==> config.mk <==
export PLATFORM = sky130hd
export DESIGN_NAME = fsm_state_monitor
export DESIGN_NICKNAME = d
export VERILOG_FILES = /design/src/rtl/fsm_state_monitor.sv
export SDC_FILE = /design/constraint.sdc
export NUM_CORES = 1
export LEC_CHECK = 0
export BUFFER_PORTS_ARGS = -buffer_cell sky130_fd_sc_hd__buf_2
export CORE_MARGIN = 8
export CORE_UTILIZATION = 48
export DETAILED_ROUTE_END_ITERATION = 12
export PLACE_DENSITY = 0.75
export SLEW_MARGIN = 10
export SYNTH_ARGS = -nofsm -noshare
export SYNTH_HDL_FRONTEND = slang
export SYNTH_SLANG_ARGS = --single-unit
export TNS_END_PERCENT = 100
==> constraint.sdc <==
create_clock -name inputClk -period 1.5 [get_ports inputClk]
set_input_delay 0.225 -clock inputClk [delete_from_list [all_inputs] [get_ports inputClk]]
set_output_delay 0.225 -clock inputClk [all_outputs]
set_load 0.05 [all_outputs]
==> src/rtl/fsm_state_monitor.sv <==
// ---------------------------------------------------------------------------
// fsm_state_monitor
//
// Passive observer on the 2-bit state bus of a Moore FSM (y1 = MSB, y2 = LSB).
// It never drives the FSM. Every enabled clock it samples the state and
// presents it one-hot. It counts state changes, measures how long the current
// state has been held, and flags and captures the first transition that the
// LEGAL_MASK parameter does not allow.
//
// Parameters
//   LEGAL_MASK  bit (from*4 + to) = 1 marks from->to as legal
//   CNT_W       width of the saturating transition counter
//   DWELL_W     width of the saturating dwell counter
//
// Ports
//   inputClk          clock, rising edge
//   inputR            asynchronous active-high reset
//   inputY1/inputY2   state bits from the FSM flip-flop stage
//   inputEn           sample enable; 0 freezes every register except the
//                     error clear path
//   inputClrErr       synchronous clear of the sticky error and its capture
//   outputValid       a first sample has been taken since reset
//   outputState       one-hot copy of the last sample; zero until valid
//   outputTransCount  saturating count of state changes
//   outputDwell       saturating count of repeated samples
//   outputError       sticky illegal-transition flag
//   outputErrFrom/To  pair captured at the first illegal transition
//
// Every output comes straight from a flop.
// ---------------------------------------------------------------------------
module fsm_state_monitor #(
    parameter logic [15:0] LEGAL_MASK = 16'h9C63,
    parameter int          CNT_W      = 8,
    parameter int          DWELL_W    = 8
) (
    input  logic               inputClk,
    input  logic               inputR,
    input  logic               inputY1,
    input  logic               inputY2,
    input  logic               inputEn,
    input  logic               inputClrErr,
    output logic               outputValid,
    output logic [3:0]         outputState,
    output logic [CNT_W-1:0]   outputTransCount,
    output logic [DWELL_W-1:0] outputDwell,
    output logic               outputError,
    output logic [1:0]         outputErrFrom,
    output logic [1:0]         outputErrTo
);

    localparam logic [CNT_W-1:0]   CNT_MAX   = '1;
    localparam logic [DWELL_W-1:0] DWELL_MAX = '1;

    function automatic logic [3:0] onehot(input logic [1:0] s);
        logic [3:0] oh;
        oh    = 4'b0000;
        oh[s] = 1'b1;
        return oh;
    endfunction

    // Registered state
    logic [1:0]         prev_q,   prev_d;
    logic               valid_q,  valid_d;
    logic [3:0]         oh_q,     oh_d;
    logic [CNT_W-1:0]   count_q,  count_d;
    logic [DWELL_W-1:0] dwell_q,  dwell_d;
    logic               err_q,    err_d;
    logic [1:0]         efrom_q,  efrom_d;
    logic [1:0]         eto_q,    eto_d;

    logic [1:0] cur;
    logic       changed;
    logic       illegal;

    assign cur     = {inputY1, inputY2};
    assign changed = (cur != prev_q);
    // Only meaningful once a previous sample exists and sampling is enabled.
    assign illegal = inputEn && valid_q && !LEGAL_MASK[{prev_q, cur}];

    // Sampling, counting and dwell
    always_comb begin
        prev_d  = prev_q;
        valid_d = valid_q;
        oh_d    = oh_q;
        count_d = count_q;
        dwell_d = dwell_q;

        if (inputEn) begin
            prev_d = cur;
            oh_d   = onehot(cur);
            if (!valid_q) begin
                // First sample only establishes the reference state.
                valid_d = 1'b1;
                dwell_d = '0;
            end else if (changed) begin
                if (count_q != CNT_MAX)
                    count_d = count_q + CNT_W'(1);
                dwell_d = '0;
            end else begin
                // An illegal self-loop lands here too: dwell grows, count does not.
                if (dwell_q != DWELL_MAX)
                    dwell_d = dwell_q + DWELL_W'(1);
            end
        end
    end

    // Sticky error and first-offender capture
    always_comb begin
        err_d   = err_q;
        efrom_d = efrom_q;
        eto_d   = eto_q;

        if (inputClrErr) begin
            err_d   = 1'b0;
            efrom_d = 2'd0;
            eto_d   = 2'd0;
        end

        // Detection overrides a same-edge clear; a clear re-arms the capture,
        // so the pair seen on that edge becomes the new first offender.
        if (illegal) begin
            err_d = 1'b1;
            if (!err_q || inputClrErr) begin
                efrom_d = prev_q;
                eto_d   = cur;
            end
        end
    end

    always_ff @(posedge inputClk or posedge inputR) begin
        if (inputR) begin
            prev_q  <= 2'd0;
            valid_q <= 1'b0;
            oh_q    <= 4'b0000;
            count_q <= '0;
            dwell_q <= '0;
            err_q   <= 1'b0;
            efrom_q <= 2'd0;
            eto_q   <= 2'd0;
        end else begin
            prev_q  <= prev_d;
            valid_q <= valid_d;
            oh_q    <= oh_d;
            count_q <= count_d;
            dwell_q <= dwell_d;
            err_q   <= err_d;
            efrom_q <= efrom_d;
            eto_q   <= eto_d;
        end
    end

    assign outputValid      = valid_q;
    assign outputState      = oh_q;
    assign outputTransCount = count_q;
    assign outputDwell      = dwell_q;
    assign outputError      = err_q;
    assign outputErrFrom    = efrom_q;
    assign outputErrTo      = eto_q;

endmodule

# --- Word-level counts from Yosys, hierarchy flattened ---
# Memories as Yosys holds them, arrays and structs flattened.
# Cells that the tools add are included.
word_totals:
  reg_bits: 28
  mem_bits_ro: 16
  input_bits: 6
  out_inout_bits: 26
  wordCells: 41
  mem_count: 1
classes:
  n_addsub: 2
  n_lt_le_gt_ge: 3
  n_eq_ne: 4
  n_mux: 14
  reduce_logical: 9
mem_list:
  columns: ["name", "depth", "width", "rd", "rd_ports_with_merged_regs", "write_ports", "line_no", "text"]
  rows:
  - ["(no name shown)", 16, 1, 1, 0, 0, "78", "assign illegal = inputEn && valid_q && !LEGAL_MASK[{prev_q, cur}];"]
ops:
  columns: ["operator", "count"]
  rows:
  - ["$mux 8", 3]
  - ["$add 8x1->8 const B", 2]
  - ["$ne 8x8->1 const B", 2]
  - ["$mux 2", 6]
  - ["$lt 4x5->1 const B", 1]
  - ["$mux 1", 4]
  - ["$reduce_and 4->1", 1]
  - ["$logic_and 1x1->1", 3]
  - ["$lt 2x3->1 const B", 1]
  - ["$ne 3x1->1 const B", 1]
  - ["$demux 1 s2", 1]
  - ["$ge 2x1->1 const B", 1]
  - ["$logic_not 1->1", 2]
  - ["$ne 2x2->1", 1]
  - ["$reduce_and 2->1", 1]
  - ["$reduce_bool 2->1", 1]
  - ["$logic_or 1x1->1", 1]

# --- Logic depth before layout (Yosys ltp) ---
logic_depth:
  word_depth: 5
  mapped_depth: 6
  mapped_depth_nobuf: 6

# --- Worst setup path after synthesis ---
# No wires, ideal clock.
synth_path:
  path_kind: "input -> register"
  start: "input port outputTransCount[0]"
  end: "register count_q[1] (netlist: outputTransCount[1])"
  setup_time_ns: 0.128
  arrival_ns: 1.735
  required_ns: 1.372
  setup_slack_ns: -0.362
  path_stages: 6
  n_path_buf: 0
  cell_sequence: "dfrtp_1 ha_1 nand2_1 nor3_1 nor2_1 mux2_1"
synth_via:
  elab_chain_cells: 2
  elab_cells_between_ends: 3
  cone_classes: "add/sub (1); eq/ne (1); reduce/logical (1)"
synth_lines:
  columns: ["element", "line_no", "text"]
  rows:
  - ["from (decl)", "44", "output logic [CNT_W-1:0] outputTransCount,"]
  - ["parallel branches: the longest is 2 deep, another holds $add 8x1->8", null, null]
  - ["to (signal assigned)", "144", "count_q <= count_d;"]
  - ["to (decl)", "65", "logic [CNT_W-1:0] count_q, count_d;"]
# Several ways; the timed one is not identified.
# A chain may end at the register's enable or synchronous reset.

# --- Final worst setup path ---
layout_path:
  start: "input port prev_q[0]"
  end: "register count_q[7] (netlist: outputTransCount[7])"
layout_via:
  elab_chain_cells: 2
layout_lines:
  columns: ["element", "line_no", "text"]
  rows:
  - ["from (decl)", "62", "logic [1:0] prev_q, prev_d;"]
  - ["$ne 2x2->1", "76", "assign changed = (cur != prev_q);"]
  - ["$reduce_and 4->1 (no line)", null, null]
# No other way between the ends.

==> metrics.log <==
INFO  metric status = complete, no violations
INFO  metric numCtsBuffers = 3
INFO  metric detailroute.via_count = approximately 1,200
INFO  metric critPathMaxFanout = 7
INFO  metric slowest_delay = about 440 ps
INFO  metric rows = 20
INFO  metric first_global_vias = between 1,000 and 1,500
INFO  metric gpl.final_weighted_congestion = slightly above 0.8
INFO  metric power.static_leakage = slightly above 0.9 nW
INFO  metric endpoint_kind = flip-flop
INFO  metric post_synth_instance_area = 0.00148 mm^2
INFO  metric drv_slew = 0
INFO  metric skew = around 2.8 ps
INFO  metric rsz0062_at_grt = true
INFO  metric antenna_left = 0
INFO  metric die-area = between 0.005 and 0.006 mm^2
INFO  metric post_drt_wl_per_cell = ~16 um
INFO  metric critical_path.slowest_cell = dfrtp_1
INFO  metric synth_top_area_share = 47.4%
INFO  metric n_antenna_cell = 0
INFO  metric first_pass_iteration_count_of_the_detailed_router = 4
INFO  metric max_freq = roughly 0.7 GHz
INFO  metric synth_edf_count = 0
INFO  metric fin_ws = about 32 ps
INFO  metric area_growth = 30.8%
INFO  metric post-dp-hpwl = roughly 2.6 mm
INFO  metric tritoncts_clock_tree = built
INFO  metric regToRegEndpoint = outputTransCount[7]
INFO  metric clock_path_buffers = 2
INFO  metric globalRoute.totalOverflow = 0
INFO  metric yosysSeqAreaShare = roughly 47%
INFO  metric finalCriticalPeriod = 1470 ps
INFO  metric final_core_utilization = between 60% and 70%
INFO  metric yosys_register_bits = 28
INFO  metric timing.critical_path.depth = 4
INFO  metric min_path_type = input port to flip-flop
INFO  metric design_power_total = approximately 2.5 mW
INFO  metric place.detailed.instances = approximately 210
INFO  metric post_layout_nonfiller_instances = roughly 220
INFO  metric worstSetupStartpointType = flip-flop
INFO  metric final_net_count = around 200
INFO  metric die_w = 71.5 um
INFO  metric synth_area_leader_cell = dfrtp_1
INFO  metric grt_max_degree = 29
INFO  metric io_buffers = 31
INFO  metric clock-sinks = 28
INFO  metric hold-worst-slack = about 190 ps
INFO  metric tightestPinTransition = about 370 ps
INFO  metric die_height = 71.5 um
INFO  metric worstPathBufferInverterCount = 0
INFO  metric clk_transition_reported_paths = about 150 ps
INFO  metric routed_via_density = 5.57
INFO  metric worst_skew_pair.late_latency = between 300 and 400 ps
INFO  metric crit_path_cell_trace = xnor2_2 > a21o_4 > nor4_4 > mux2_4
INFO  metric layout-drive-gt1-share = about half
INFO  metric overall_fraction_of_global_route_tracks_in_use = 13.7%
INFO  metric cp_data_required_time = 1730 ps
INFO  metric htreeDepth = 1
INFO  metric clockRootBuffer = clkbuf_4
INFO  metric num-fill-cells = 247
INFO  metric drc_errors = 0
INFO  metric cp-endpoint = outputTransCount[7]
INFO  metric post_synth.cell_area_avg = around 11 um^2
INFO  metric synth.lib_cells_used.distinct = 40
INFO  metric asyncSetResetFlopFracSynth = 100%
INFO  metric global_route_wire_length_before_repair = around 5.8 mm
INFO  metric critical_path.top_delay_family = flip-flops
INFO  metric worst_r2r_startpoint = prev_q[0]
INFO  metric max_cap_violations = 0
INFO  metric finalWirelength = approximately 3.4 mm
INFO  metric power_per_cell_area = ~1300 mW/mm^2
INFO  metric setup.reg_to_reg.worst_slack = roughly 32 ps
INFO  metric rr_worst_depth = 4
INFO  metric top_level_ports = 32
INFO  metric max_slew_margin = approximately 75%
INFO  metric final_min_period_over_clock_period = between 90% and 100%
INFO  metric grt_antenna_before_repair = 0
INFO  metric synth_flop_cell = dfrtp_1
INFO  metric report.final.setup_viol = 0
INFO  metric finalHoldViolCount = 0
INFO  metric type_of_the_setup_path_with_the_least_slack = flip-flop to flip-flop
INFO  metric largest_cells_by_area_after_synthesis = dfrtp_1 (47%), ha_1 (5.1%), mux2_2 (4.6%), nand2_1 (3.8%), nor2b_1 (2.5%)
INFO  metric worst-endpoint-arrival = approximately 1700 ps
INFO  metric synth.yosys.warnings = 0
INFO  metric crit_start = prev_q[0]
INFO  metric post-place-ws = -4.24 ps
INFO  metric floorplan.initialDensity = between 40% and 50%
INFO  metric post_synth_inst_count = 140
INFO  metric synthesis.nets = 152
INFO  metric core_area = between 0.003 and 0.004 mm^2
INFO  metric initialDrtViolationCount = 69
INFO  metric peak_supply_drop = roughly 1.2 mV
## area by class of cell
class / count / area (um^2) / area share (%)
Clock buffer: 4 / 36.3 / 1.88
Inverter: 9 / 33.8 / 1.75
Multi-Input combinational cell: 101 / 832 / 43.0
Sequential cell: 28 / 719 / 37.2
Tap cell: 33 / 41.3 / 2.14
Timing Repair Buffer: 46 / 270 / 14.0
## Yosys cell counts (2+ instances only)
cell type,count
nor3_1,3
or2_2,2
dfrtp_1,28
a21oi_1,5
a31oi_1,2
mux2_2,6
a21boi_0,2
nor2_1,4
mux2_1,3
xor2_1,4
inv_1,9
xnor2_1,2
and3_1,4
o2bb2ai_1,4
nand3_1,5
nand2_1,15
o21ai_0,7
nor2b_1,6
nand4_1,2
ha_1,6
o31ai_1,2
## logic make-up (layout without fill, tap and decap cells)
logic type      count (synthesis)  after routing  synth area share, %
compound gates                 32             32                 15.4
xor+xnor                        6              6                 3.56
fa+ha+maj                       6              6                 5.08
buf+inv                        11             59                 2.79
flops                          28             28                 47.4
mux                            10             10                 7.54
simple gates                   47             47                 18.2
## worst min-delay path: stages
cell and delay, ps:
buf_2 140, nand2_1 70, o2bb2ai_1 60
## per-stage QoR
step                      cell area [um^2]  setup TNS [ps]
final                                 1930               0
after detailed placement              1830           -6.58
after floorplan                       1560            -113
after global placement                1830               0
after CTS                             1900               0
after global routing                  1930           -14.7
## layer usage
layer	GRT usage, %	wire length (um)	vias up
li1	-	-	599
met1	16.0	1510	606
met2	24.3	1780	23
met3	2.23	117	4
met4	5.44	40	0
met5	0	0	-
## state kept, by name, indices dropped and copies added, names as in the netlist
signal / flops
outputErrTo: 2
outputError: 1
outputValid: 1
outputTransCount: 8
prev_q: 2
outputDwell: 8
outputErrFrom: 2
outputState: 4
## what timing repair did
action                                  CTS  global route
endpoints found under the hold margin    28             0
pin swaps                                 1             4
hold buffers                              1             0
endpoints found under the setup margin    2             7
resized for setup                         2             6
buffers inserted                          1             2
## layout by cell type, fill, tap and decap left out, drive strengths merged, types with 3 or more instances in the layout
| cell type | synthesis | final |
|---|---|---|
| buf | 1 | 45 |
| dfrtp | 28 | 28 |
| nand2 | 15 | 15 |
| inv | 9 | 9 |
| mux2 | 9 | 9 |
| o21ai | 7 | 7 |
| nor2b | 6 | 6 |
| ha | 6 | 6 |
| nand3 | 5 | 5 |
| a21oi | 5 | 5 |
| o2bb2ai | 4 | 4 |
| xor2 | 4 | 4 |
| and3 | 4 | 4 |
| nor2 | 4 | 4 |
| clkbuf | 1 | 4 |
| nor3 | 3 | 3 |
## power breakdown
group / internal, mW / total [mW] / leakage [nW] / switching (mW)
sequential: 0.894 / 1.04 / 0.341 / 0.146
combinational: 0.330 / 1.04 / 0.559 / 0.714
clock: 0.149 / 0.368 / 0.0210 / 0.219
## worst min-delay path by stage
| stage | start | end | slack [ps] | depth (start not counted) |
|---|---|---|---|---|
| finish | inputY1 | outputErrTo[1] | 190 | 3 |
| CTS | inputY1 | outputErrTo[1] | 180 | 3 |
| floorplan | inputR | outputDwell[4] | 290 | 1 |
| global route | inputClrErr | outputErrTo[1] | 210 | 3 |
| detailed placement | inputR | outputDwell[4] | 310 | 3 |
| global placement | inputR | outputDwell[4] | 300 | 3 |
(Power assumes the default switching activity.)
